## config.mk

```make
export PLATFORM = sky130hd
export DESIGN_NAME = scr1_wfi_ctrl
export DESIGN_NICKNAME = d
export VERILOG_FILES = /design/src/rtl/scr1_wfi_ctrl.sv
export SDC_FILE = /design/constraint.sdc
export NUM_CORES = 1
export LEC_CHECK = 0
export CAP_MARGIN = 0
export CORE_AREA = 2 2 39 41
export CTS_BUF_LIST = sky130_fd_sc_hd__clkbuf_4 sky130_fd_sc_hd__clkbuf_8
export DETAILED_ROUTE_END_ITERATION = 10
export DIE_AREA = 0 0 41 43
export PLACE_DENSITY = 0.76
export SETUP_SLACK_MARGIN = 0.3
export SLEW_MARGIN = 10
export SYNTH_ARGS = -nofsm -noshare
export SYNTH_HDL_FRONTEND = slang
export SYNTH_SLANG_ARGS = --single-unit
```

## constraint.sdc

```tcl
create_clock -name clk -period 1.6 [get_ports clk]
set_input_delay 0.4 -clock clk [delete_from_list [all_inputs] [get_ports clk]]
set_output_delay 0.4 -clock clk [all_outputs]
set_load 0.005 [all_outputs]
```

## src/rtl/scr1_wfi_ctrl.sv

```systemverilog
// rtl/scr1_wfi_ctrl.sv - WFI sleep/wake sequencer between pipeline and clock control
//
// Sequences a retired WFI instruction into a pipe clock-disable request and
// back out again when an interrupt or debug halt request arrives.
// Runs on the always-on core clock; never on the gated pipe clock.
//
// Ports:
//   clk                     always-on core clock
//   rst_n                   asynchronous active-low reset
//   pipe2wfi_start_i        one-cycle pulse, WFI retired
//   pipe2wfi_idle_i         pipe has no outstanding fetch/LSU transactions
//   irq_pending_i           enabled interrupt pending (level)
//   dbg_halt_req_i          debug halt request (level)
//   clkctl2wfi_clk_en_i     clock-enable flag fed back from clock control
//   wfi2clkctl_sleep_req_o  clock-disable request
//   wfi2clkctl_wake_req_o   clock-enable request
//   wfi2pipe_stall_o        hold instruction fetch/issue
//   wfi2pipe_halted_o       core is in WFI sleep
//   wfi2pipe_exit_o         one-cycle pulse, WFI exited

module scr1_wfi_ctrl #(
    parameter int unsigned SCR1_WFI_SLEEP_DLY = 4
) (
    input  logic clk,
    input  logic rst_n,
    input  logic pipe2wfi_start_i,
    input  logic pipe2wfi_idle_i,
    input  logic irq_pending_i,
    input  logic dbg_halt_req_i,
    input  logic clkctl2wfi_clk_en_i,
    output logic wfi2clkctl_sleep_req_o,
    output logic wfi2clkctl_wake_req_o,
    output logic wfi2pipe_stall_o,
    output logic wfi2pipe_halted_o,
    output logic wfi2pipe_exit_o
);

    typedef enum logic [1:0] {
        WFI_RUN   = 2'd0,
        WFI_DRAIN = 2'd1,
        WFI_SLEEP = 2'd2,
        WFI_WAKE  = 2'd3
    } wfi_state_e;

    localparam logic [3:0] CNT_LAST = 4'(SCR1_WFI_SLEEP_DLY - 1);

    wfi_state_e state;
    wfi_state_e state_next;
    logic [3:0] idle_cnt;
    logic [3:0] idle_cnt_next;
    logic       wake_ev;

    assign wake_ev = irq_pending_i | dbg_halt_req_i;

    always_comb begin
        state_next    = state;
        idle_cnt_next = idle_cnt;
        case (state)
            WFI_RUN: begin
                // A WFI retired with a wake event already pending is a NOP.
                if (pipe2wfi_start_i && !wake_ev) begin
                    state_next    = WFI_DRAIN;
                    idle_cnt_next = 4'd0;
                end
            end
            WFI_DRAIN: begin
                if (wake_ev) begin
                    state_next = WFI_WAKE;
                end else if (pipe2wfi_idle_i && (idle_cnt == CNT_LAST)) begin
                    state_next = WFI_SLEEP;
                end else if (pipe2wfi_idle_i) begin
                    idle_cnt_next = idle_cnt + 4'd1;
                end else begin
                    // Idle must be seen on consecutive cycles.
                    idle_cnt_next = 4'd0;
                end
            end
            WFI_SLEEP: begin
                if (wake_ev) begin
                    state_next = WFI_WAKE;
                end
            end
            WFI_WAKE: begin
                // Once committed, wake completes even if wake_ev drops.
                if (clkctl2wfi_clk_en_i) begin
                    state_next = WFI_RUN;
                end
            end
            default: begin
                state_next = WFI_RUN;
            end
        endcase
    end

    // Outputs are registered decodes of the next state so they line up
    // cycle-for-cycle with the state register.
    always_ff @(posedge clk or negedge rst_n) begin
        if (!rst_n) begin
            state                  <= WFI_RUN;
            idle_cnt               <= 4'd0;
            wfi2clkctl_sleep_req_o <= 1'b0;
            wfi2clkctl_wake_req_o  <= 1'b0;
            wfi2pipe_stall_o       <= 1'b0;
            wfi2pipe_halted_o      <= 1'b0;
            wfi2pipe_exit_o        <= 1'b0;
        end else begin
            state                  <= state_next;
            idle_cnt               <= idle_cnt_next;
            wfi2clkctl_sleep_req_o <= (state_next == WFI_SLEEP);
            wfi2clkctl_wake_req_o  <= (state_next == WFI_WAKE);
            wfi2pipe_stall_o       <= (state_next != WFI_RUN);
            wfi2pipe_halted_o      <= (state_next == WFI_SLEEP);
            wfi2pipe_exit_o        <= (state == WFI_WAKE) && (state_next == WFI_RUN);
        end
    end

endmodule
```

* Yosys cells after proc, flatten, opt, wreduce, memory -nomap -nowiden *
Index checks and enable logic that the tools add are counted.

storage, ports and cells
  bits in registers = 10
  input bits = 7
  output and inout port bits = 5

operators by class
  add/sub/neg operators = 1
  equal/unequal tests = 9
  muxes and demuxes = 11
  bitwise gates (word level) = 1
  reduce and logical (&&, ||, !) cells = 9

operator list
  kind                 count
  $mux 4               4
  $mux 2               5
  $eq 2x2->1 const B   4
  $pmux 2 s4           1
  $pmux 4 s2           1
  $ne 2x2->1 const B   3
  $add 4x1->4 const B  1
  $eq 4x2->1 const B   1
  $logic_not 2->1      2
  $reduce_and 4->1     1
  $reduce_bool 2->1    2
  $logic_and 1x1->1    3
  $eq 2x1->1 const B   1
  $logic_not 1->1      1
  $or 1x1->1           1

* Depth between registers and ports, before layout *
Gate-level depths: netlist of run 1.

  depth in word-level cells = 7
  depth in mapped cells = 4
  depth with buffers taken out = 4

* Worst setup path after synthesis of run 1 *
OpenSTA, ideal clock, no wires.

  kind = register to register
  start = register idle_cnt[0]
  end = register idle_cnt[0]
  setup time = 125 ps
  arrival time = 1391 ps
  data required time = 1475 ps
  setup slack = 84 ps
  cell stages (with the launch flop) = 5
  cells stage by stage = dfrtp_1 > ha_1 > and4bb_2 > a211o_1 > mux2_4

on the way
  longest elaborated chain between the ends = 5
  elaborated cells between the ends (all ways) = 9
  those cells by class = add/sub (1); eq/ne (2); mux (4); reduce/logical (2)

RTL lines
  element                 line  RTL
  from (decl)             49    logic [3:0] idle_cnt;
  from (signal assigned)  108   idle_cnt <= idle_cnt_next;
  $add 4x1->4             72    idle_cnt_next = idle_cnt + 4'd1;
  $mux 4                  71    end else if (pipe2wfi_idle_i) begin
  $mux 4                  69    end else if (pipe2wfi_idle_i && (idle_cnt == CNT_LAST)) begin
  $mux 4                  67    if (wake_ev) begin
  $pmux 4 s2              58    case (state)

Parallel ways exist; a longest one is shown, timed or not. The select of a mux whose other input is x is not followed.
A chain may end at the register's enable or synchronous reset.

* Worst setup path in the final report of run 1 *
  start = register idle_cnt[0]
  end = register state[0]

on the way
  longest elaborated chain between the ends = 5

RTL lines
  element               line  RTL
  $eq 4x2->1            69
  $logic_and 1x1->1     69
  $mux 2                69
  $mux 2                67
  $pmux 2 s4            58
  via state_next[0]     48    wfi_state_e state_next;
  to (signal assigned)  107   state <= state_next;
  to (decl)             47    wfi_state_e state;

The timed path passes the listed nets, and every way through them passes these cells.

==> results of run 1 <==
-- cells in the mapped netlist, drive strengths merged --
library cell	n	share of area
and3	2	0.025
inv	1	0.0075
o221ai	2	0.035
or2	1	0.013
dfrtp	10	0.50
ha	1	0.025
nor2	4	0.030
or3	1	0.023
clkbuf	1	0.0075
nand2	3	0.023
a211o	1	0.018
buf	1	0.015
a21oi	4	0.040
nor2b	2	0.025
mux2	1	0.030
and4bb	1	0.025
o21ai	2	0.020
nor3	2	0.020
o31ai	1	0.015
o211ai	1	0.015
a22o	2	0.038
or2b	1	0.015
a32o	1	0.020
nand3	1	0.010
-- worst min path at each step --
stage / start / end / slack (ps) / cells past startpoint
floorplan: rst_n / idle_cnt[0] / 100 / 0
global placement: idle_cnt[1] / idle_cnt[1] / 520 / 1
finish: rst_n / idle_cnt[3] / 440 / 1
detailed placement: idle_cnt[1] / idle_cnt[1] / 520 / 1
CTS: rst_n / idle_cnt[3] / 460 / 1
global route: rst_n / wfi2pipe_exit_o / 470 / 1
-- power by group through the flow --
stage          sequential, mW  clock, mW  combinational, mW
2_1_floorplan           0.396          0              0.201
3_3_place_gp            0.428          0              0.310
3_5_place_dp            0.431          0              0.314
4_1_cts                 0.418      0.233              0.338
5_1_grt                 0.431      0.250              0.504
6_report                0.421      0.230              0.458
-- cell usage in the layout, fill, tap and decap left out, types with 2 or more instances in the layout --
cell              n
a21oi_1           3
and3_1            2
buf_4            14
clkbuf_4          3
clkdlybuf4s15_1   5
clkdlybuf4s50_1   4
dfrtp_1           9
dlygate4sd2_1     2
nand2_1           3
nor2_1            3
nor2b_1           2
-- kinds of logic (layout without fill, tap and decap cells) --
kind of cell / Yosys count / count (layout)
adder cells (fa/ha/maj): 1 / 1
flip-flops: 10 / 10
multiplexers: 1 / 1
buffers and inverters: 3 / 30
AO/OA/AOI/OAI: 14 / 14
AND/OR/NAND/NOR: 18 / 18
-- layer usage --
metal  global-route usage  wire [µm]  vias up
li1                     -          -      231
met1                0.188        511      214
met2                0.178        553       17
met3               0.0314         47        4
met4                0.120         31        0
met5                    0          0        -
-- registers in the layout, indices dropped and copies added (netlist names) --
signal	flops
wfi2pipe_stall_o	1
wfi2pipe_exit_o	1
state	2
wfi2pipe_halted_o	1
wfi2clkctl_wake_req_o	1
idle_cnt	4
-- metrics by stage --
stage | TNS (ps) | utilization
6_report | 0 | 0.569
3_3_place_gp | -1040 | 0.479
4_1_cts | 0 | 0.522
5_1_grt | 0 | 0.569
2_1_floorplan | 0 | -
3_5_place_dp | -1150 | 0.479
-- area by class of cell --
class	count	area, µm²	area share
inverter	1	3.75	0.00477
tap	16	20.0	0.0254
multi-input combinational	34	263	0.334
clock buffer	4	36.3	0.0461
timing repair buffer	25	213	0.270
sequential	10	251	0.320
-- repair_timing --
item	CTS	global route
pin swaps	8	4
setup endpoints to repair	13	13
setup buffers	3	5
gates resized for setup	11	9
==> impl_results.md, run 1 <==
* Via-per-instance ratio at ~5.2
* Post-Layout Cell Count at 90
* Inserted Diodes at 0
* Flop-to-flop setup slack at 90 ps
* Ys Warns at 0
* Fillers at 117
* Data required, critical path at 1770 ps
* Initial antenna violation count at 0
* Mux contribution to synthesized area at 0.0302
* IO buf count at 11
* Clk buf depth at 2
* Largest delay share family, worst path: simple AND/OR/NAND/NOR gates
* Setup WS post-layout at 94.6 ps
* Sequential-to-total area share from yosys stat at 0.504
* Slew Limit Headroom at 0.703
* Area grow syn2layout at 58.4%
* Placed Cells at 78
* Chip Width at 41 µm
* Final hold vios at 0
* Worst R2R End: state[0]
* P_sw at 368 µW
* Clk slew on worst S/H paths at ~70 ps
* R2R cell count at 5
* Simple-gate share of the synthesized area at 0.209
* Syn_area_per_cell at 10.6 µm²
* Peak VDD IR at 0.599 mV
* Crit. Startpoint: idle_cnt[0]
* Residual DRC count at 0
* Root buffer cell: clkbuf_4
* CP Capture Point: state[0]
* Critical Path Fanout Max at 3
* Clock sink total at 10
* Final RePlAce weighted congestion at ~0.84
* DR iter-0 viols at 17
* XOR/XNOR Fraction of Synth Area at 0
* RSZ-0062 raised after global routing: yes
* Clk network pwr share at 0.208
* Crit Path Class: flip-flop to flip-flop
* WL final at between 1000 and 1500 µm
* Static leakage at 0.364 nW
* Bufs and invs on worst path at 1
* Final slew viol count at 0
* Vias in the first global route at 399
* Sw frac at 0.331
* Final antenna-violating net count at 0
* Fin area at 787 µm²
* GRT Util Overall at 0.139
* DRT Pass-1 Iters at 4
* Grt total ovfl at 0
* Final period util at 0.941
* H-tree levels at 1
* Post-Synthesis Cells at 47
* I/O pin count at 12
* Pre-CTS setup slack at -286 ps
* CTS buffer count at 3
* Unique cell type count in the Yosys netlist at 25
* Slew of the pin with the lowest slew margin at 444 ps
* Power per Cell Area at roughly 1400 mW/mm²
* Syn Std Cell Area at 497 µm²
* Hold Crit Class: primary input to asynchronous set/reset pin
* Pin count of the biggest net entering global routing at 14
* F_max at 664 MHz
* Fraction of layout instances using a drive strength above 1 at 0.405
* First-pass GRT wire length at 1610 µm
* Clock skew at 4.27 ps
* CP peak stage delay at 400 ps
* Placed cell area at 663 µm²
* Final Hold Slack at 437 ps
* Main combinational cell family by area after synthesis: simple AND/OR/NAND/NOR gates
* Crit path DAT at 1680 ps
* Part of the power in registers at 0.380
* CTS tree: built
* Status: finished, final reports clean
* Core Region at 0.00138 mm²
* Die area at 0.00176 mm²
* Wire per inst at about 13 µm
* Combinational share of power at 0.412
* Max_cap viols at 0
* Starting Density at 0.359
* Int Power at ~740 µW
* Logic depth of the worst path, buffers included at 5
* Worst-skew pair later-pin latency at 270 ps
* Reg-to-Reg Start: idle_cnt[0]
* Element type at the critical path end: flip-flop
* Net count after synthesis at between 50 and 60
* Hold Buf Count CTS at 0
* Synth Area in Compound Gates at 0.202
* Detailed placement HPWL at between 700 and 800 µm
* Via count at between 400 and 500
* Core Rows at 14
* Nets at 83
* Endpoints failing setup at 0
* Crit start category: flip-flop
* Register bit total from synthesis at 10
* Crit path cell chain: ha_2 > and4bb_2 > buf_4 > and3_1 > o31ai_1
* Highest-delay cell along the critical path: dfrtp_1
* Die height at 43 µm
* Final worst path period need at 1510 ps
* Post-Synth Adder-Cell Area at 0.0252
* Design Power at 1.11 mW
Note: power is estimated with default switching activity, not from simulation.
==> run 2, diff against run 1 <==
Settings changed: SKIP_CTS_REPAIR_TIMING set to 1.
==> run 2 against run 1 <==
- global-route usage fell by 0.52 points
- setup slack improved by 14 ps
- final area fell by 4.8%
- sequential share of layout area rose by 1.6 points
- largest power group is now sequential cells
- fmax rose by 0.91%
- die area did not move
- critical endpoint is now idle_cnt[0]
- critical path type unchanged
==> impl_results.md, run 2 (synthesis gave the netlist of run 1 again) <==
* RSZ-0062 raised after global routing: yes
* Setup_tns at 0 ps
* First-pass GRT wire length at ~1500 µm
* CTS buffer count at 3
* Bufs and invs on worst path at 0
* DR iter-0 viols at 8
* Pin count of the biggest net entering global routing at 14
* Clock sink total at 10
* Biggest register: idle_cnt
* Power per Cell Area at 1340 mW/mm²
* Slew of the pin with the lowest slew margin at between 400 and 500 ps
* Nets at 78
* GRT Util Overall at 0.134
* Root buffer cell: clkbuf_4
* Critical Path Fanout Max at 3
* Initial antenna violation count at 0
* Wire per inst at 12.3 µm
* WL final at between 1000 and 1500 µm
* IO buf count at 11
* M1 GR Usage at 0.184
* Vias in the first global route at 379
* Final worst path period need at between 1000 and 1500 ps
* Sw frac at 0.316
* Met2 Use GR at 0.166
* Largest delay share family, worst path: flip-flops
* Slew Limit Headroom at 0.704
* Max reg flops at 4
* Part of the power in registers at 0.422
* Final Util at 0.542
* Inserted Diodes at 0
* Crit path DAT at 1650 ps
* Peak VDD IR at 0.558 mV
* Grt met3 use at 0.0314
* Max_cap viols at 0
* Endpoints failing setup at 0
* Crit path cell chain: ha_2 > and4bb_2 > a211o_1 > mux2_4
* Regs by FF count: idle_cnt x4, state x2
* Via count at 436
* Chip Width at 41 µm
* Int Power at 685 µW
* I/O pin count at 12
* GRT Max-Usage Layer: met1
* Clk slew on worst S/H paths at about 70 ps
* H-tree levels at 1
* Area grow syn2layout at 50.9%
* Via-per-instance ratio at roughly 5.1
* P_sw at between 300 and 400 µW
* CP peak stage delay at about 400 ps
* DRT Pass-1 Iters at 4
* Grt total ovfl at 0
* Die height at 43 µm
* Worst-skew pair later-pin latency at 270 ps
* Clk buf depth at 2
* Data required, critical path at 1760 ps
* Final slew viol count at 0
* Starting Density at 0.359
* Detailed placement HPWL at about 710 µm
* Final antenna-violating net count at 0
* Core Region at approximately 0.0014 mm²
* Crit start category: flip-flop
* Logic depth of the worst path, buffers included at 4
* Final RePlAce weighted congestion at 0.845
* Die area at 0.00176 mm²
* Combinational share of power at 0.351
* Clk network pwr share at 0.228
* R2R cell count at 4
* Status: finished, final reports clean
* Fraction of layout instances using a drive strength above 1 at 0.319
* Element type at the critical path end: flip-flop
* F_max at roughly 670 MHz
* Design Power at ~1 mW
* Final period util at 0.932
* Clock skew at 5.28 ps
* Highest-delay cell along the critical path: dfrtp_1
* CTS tree: built
* Hold Crit Class: primary input to asynchronous set/reset pin
* Residual DRC count at 0
* Most frequent cells in the layout: dfrtp_1 (9), buf_4 (9), dlymetal6s2s_1 (7)
* Final Hold Slack at 439 ps
* Static leakage at between 0.4 and 0.5 nW
* Final hold vios at 0
* Crit Path Class: flip-flop to flip-flop
* Core Rows at 14
[run 2: final cells by class]
class / count / area (µm²)
sequential: 10 / 251
multi-input combinational: 34 / 243
tap: 16 / 20.0
clock buffer: 4 / 36.3
inverter: 1 / 3.75
fill: 126 / 634
timing repair buffer: 20 / 195
[run 2: path summary, 6_finish.rpt]
| kind | start | to | slack (ps) |
|---|---|---|---|
| worst max-delay path | idle_cnt[1] | idle_cnt[0] | 110 |
| worst min-delay path | rst_n | idle_cnt[3] | 440 |
| worst max register to register | idle_cnt[1] | idle_cnt[0] | 110 |
| worst min register to register | state[1] | state[0] | 540 |
| max in group asynchronous | rst_n | state[1] | 830 |
| min in group clk | state[1] | state[0] | 540 |
[run 2: routing by layer]
layer | share of wire | wire length, µm
met3 | 0.048 | 50
met4 | 0.0096 | 10
met2 | 0.47 | 491
met1 | 0.47 | 491
met5 | 0 | 0
[run 2: power groups by stage]
stage               registers [mW]  clock network (mW)  logic [mW]
global route                 0.434               0.250       0.393
global placement             0.428                   0       0.310
floorplan                    0.396                   0       0.201
detailed placement           0.431                   0       0.314
CTS                          0.426               0.233       0.315
finish                       0.422               0.228       0.351
[run 2: metrics by stage]
step	area, µm²	instances	setup slack [ps]
finish	749	85	108
global placement	663	78	-259
floorplan	499	47	167
CTS	699	82	7.88
global route	749	85	58.7
detailed placement	663	78	-286
==> run 3, diff against run 2 <==
Settings changed: DONT_BUFFER_PORTS set to 1, PLACE_DENSITY 0.76 to 0.64.
==> run 3 against run 2 <==
- global-route usage increased by 0.64 points
- fmax increased by 0.83%
- sequential share of layout area increased by 6.4 points
- final cell count decreased by 16%
- final area decreased by 16%
- setup slack improved by 12 ps
- die area unchanged
- sequential power increased by 1%
- critical path depth unchanged
- non-clock buffer count decreased by 14
- first-iteration DRC count increased by 75%
- critical path type unchanged
- highest routed layer unchanged
==> impl_results.md, run 3 (synthesis gave the netlist of run 1 again) <==
* CP peak stage delay at 400 ps
* Pre-CTS setup slack at 112 ps
* Biggest register: idle_cnt
* R2R cell count at 4
* Most frequent cells in the layout: dfrtp_1 (9), buf_4 (5), nor2_1 (4), a21oi_1 (4)
* Part of the power in registers at 0.431
* Clk buf depth at 2
* Residual DRC count at 0
* Hold path cells at 2
* IO buf count at 0
* DRT Pass-1 Iters at 4
* Via-per-instance ratio at 5.75
* Detailed placement HPWL at 679 µm
* Final slew viol count at 0
* RSZ-0062 raised after global routing: yes
* Final hold vios at 0
* Area occupied by multi-input gates at around 270 µm²
* Element type at the critical path end: flip-flop
* Post-Layout Cell Count at 71
* Setup_tns at 0 ps
* Crit start category: flip-flop
* Data required, critical path at around 1800 ps
* Highest-delay cell along the critical path: dfrtp_1
* Crit Path Class: flip-flop to flip-flop
* Power per Cell Area at around 1600 mW/mm²
* Final Hold Slack at 318 ps
* Placed Cells at 62
* Final period util at 0.925
* Grt total ovfl at 0
* Status: finished, final reports clean
* Crit. Startpoint: idle_cnt[1]
* Pin count of the biggest net entering global routing at 14
* Register area at 251 µm²
* Crit path cell chain: ha_2 > and4bb_2 > a211o_1 > mux2_4
* H-tree levels at 1
* Fraction of layout instances using a drive strength above 1 at 0.364
* Clock skew at 3.00 ps
* Initial antenna violation count at 0
* Final worst path period need at 1480 ps
* Vias in the first global route at 372
* Die height at 43 µm
* Crit path DAT at 1650 ps
* Int Power at between 600 and 700 µW
* Slew Limit Headroom at 0.697
* Hold Crit Class: primary input to flip-flop
* Sw frac at 0.350
* Inserted Diodes at 0
* Clk slew on worst S/H paths at ~70 ps
* Critical Path Fanout Max at 3
* Max reg flops at 4
* Final RePlAce weighted congestion at 0.818
* P_sw at between 300 and 400 µW
* Clk network pwr share at 0.238
* F_max at 676 MHz
* CTS buffer count at 3
* Worst-skew pair later-pin latency at 280 ps
* Combinational share of power at 0.331
* Reg-to-Reg Start: idle_cnt[1]
* Max_cap viols at 0
* Fillers at between 100 and 150
* Core Rows at 14
* Setup WS post-layout at 120 ps
* Flop-to-flop setup slack at 120 ps
* Final antenna-violating net count at 0
* Regs by FF count: idle_cnt x4, state x2
* Peak VDD IR at 0.795 mV
* Starting Density at 0.359
* I/O pin count at 12
* Clock sink total at 10
* Core Region at 0.00138 mm²
* Nets at between 60 and 70
* GRT Util Overall at 0.141
* Wire per inst at 15.3 µm
* WL final at 1080 µm
* Most common cell after layout, fill and taps aside: dfrtp_1
* Root buffer cell: clkbuf_4
* Static leakage at 0.274 nW
* DR iter-0 viols at 14
* Endpoints failing setup at 0
* Via count at 408
* First-pass GRT wire length at 1650 µm
* Chip Width at 41 µm
* Slew of the pin with the lowest slew margin at 453 ps
* Die area at ~0.0018 mm²
* CTS tree: built
* Area grow syn2layout at 26.7%
* HP Start: clkctl2wfi_clk_en_i
==> run 3: changes by cell type in the layout (fill, tap and decap cells not counted), sizes merged <==
cell           delta
buf               -4
clkdlybuf4s50     -4
dlygate4sd3       +1
dlymetal6s2s      -7
==> run 3: power by group through the flow <==
stage               clock network (mW)  logic [mW]  registers, mW
detailed placement                   0       0.227          0.427
finish                           0.236       0.328          0.427
floorplan                            0       0.201          0.396
global route                     0.245       0.365          0.439
CTS                              0.233       0.229          0.422
global placement                     0       0.227          0.424
==> run 3: path summary, 6_finish.rpt <==
check                             endpoint
max reg2reg                    idle_cnt[0]
min reg2reg                    idle_cnt[2]
min                        wfi2pipe_exit_o
min in group asynchronous      idle_cnt[0]
max                            idle_cnt[0]
max in group asynchronous         state[0]
==> run 3: layout make-up <==
class | count | area share
Inverter | 1 | 0.00596
Multi-Input combinational cell | 34 | 0.429
Clock buffer | 4 | 0.0577
Sequential cell | 10 | 0.400
Tap cell | 16 | 0.0318
Timing Repair Buffer | 6 | 0.0755
==> run 3: per-stage QoR <==
stage	area (µm²)	util	power, mW
after floorplan	499	-	0.597
after global placement	515	0.373	0.651
after detailed placement	515	0.373	0.654
after CTS	552	0.399	0.885
after global routing	629	0.455	1.05
final	629	0.455	0.990
==> run 3: worst max-delay path, delay by kind of cell (launching register included) <==
family	cells	cell delay, ps
AND/OR/NAND/NOR	1	240
multiplexers	1	260
flip-flops	1	400
adder cells (fa/ha/maj)	1	200
AO/OA/AOI/OAI	1	270
==> run 3: routing by layer <==
metal / part of all wire / GRT usage / routed length, µm / up-vias
li1: - / - / - / 191
met1: 0.43 / 0.205 / 466 / 200
met2: 0.50 / 0.172 / 539 / 12
met3: 0.035 / 0.0209 / 38 / 5
met4: 0.037 / 0.120 / 40 / 0
met5: 0 / 0 / 0 / -
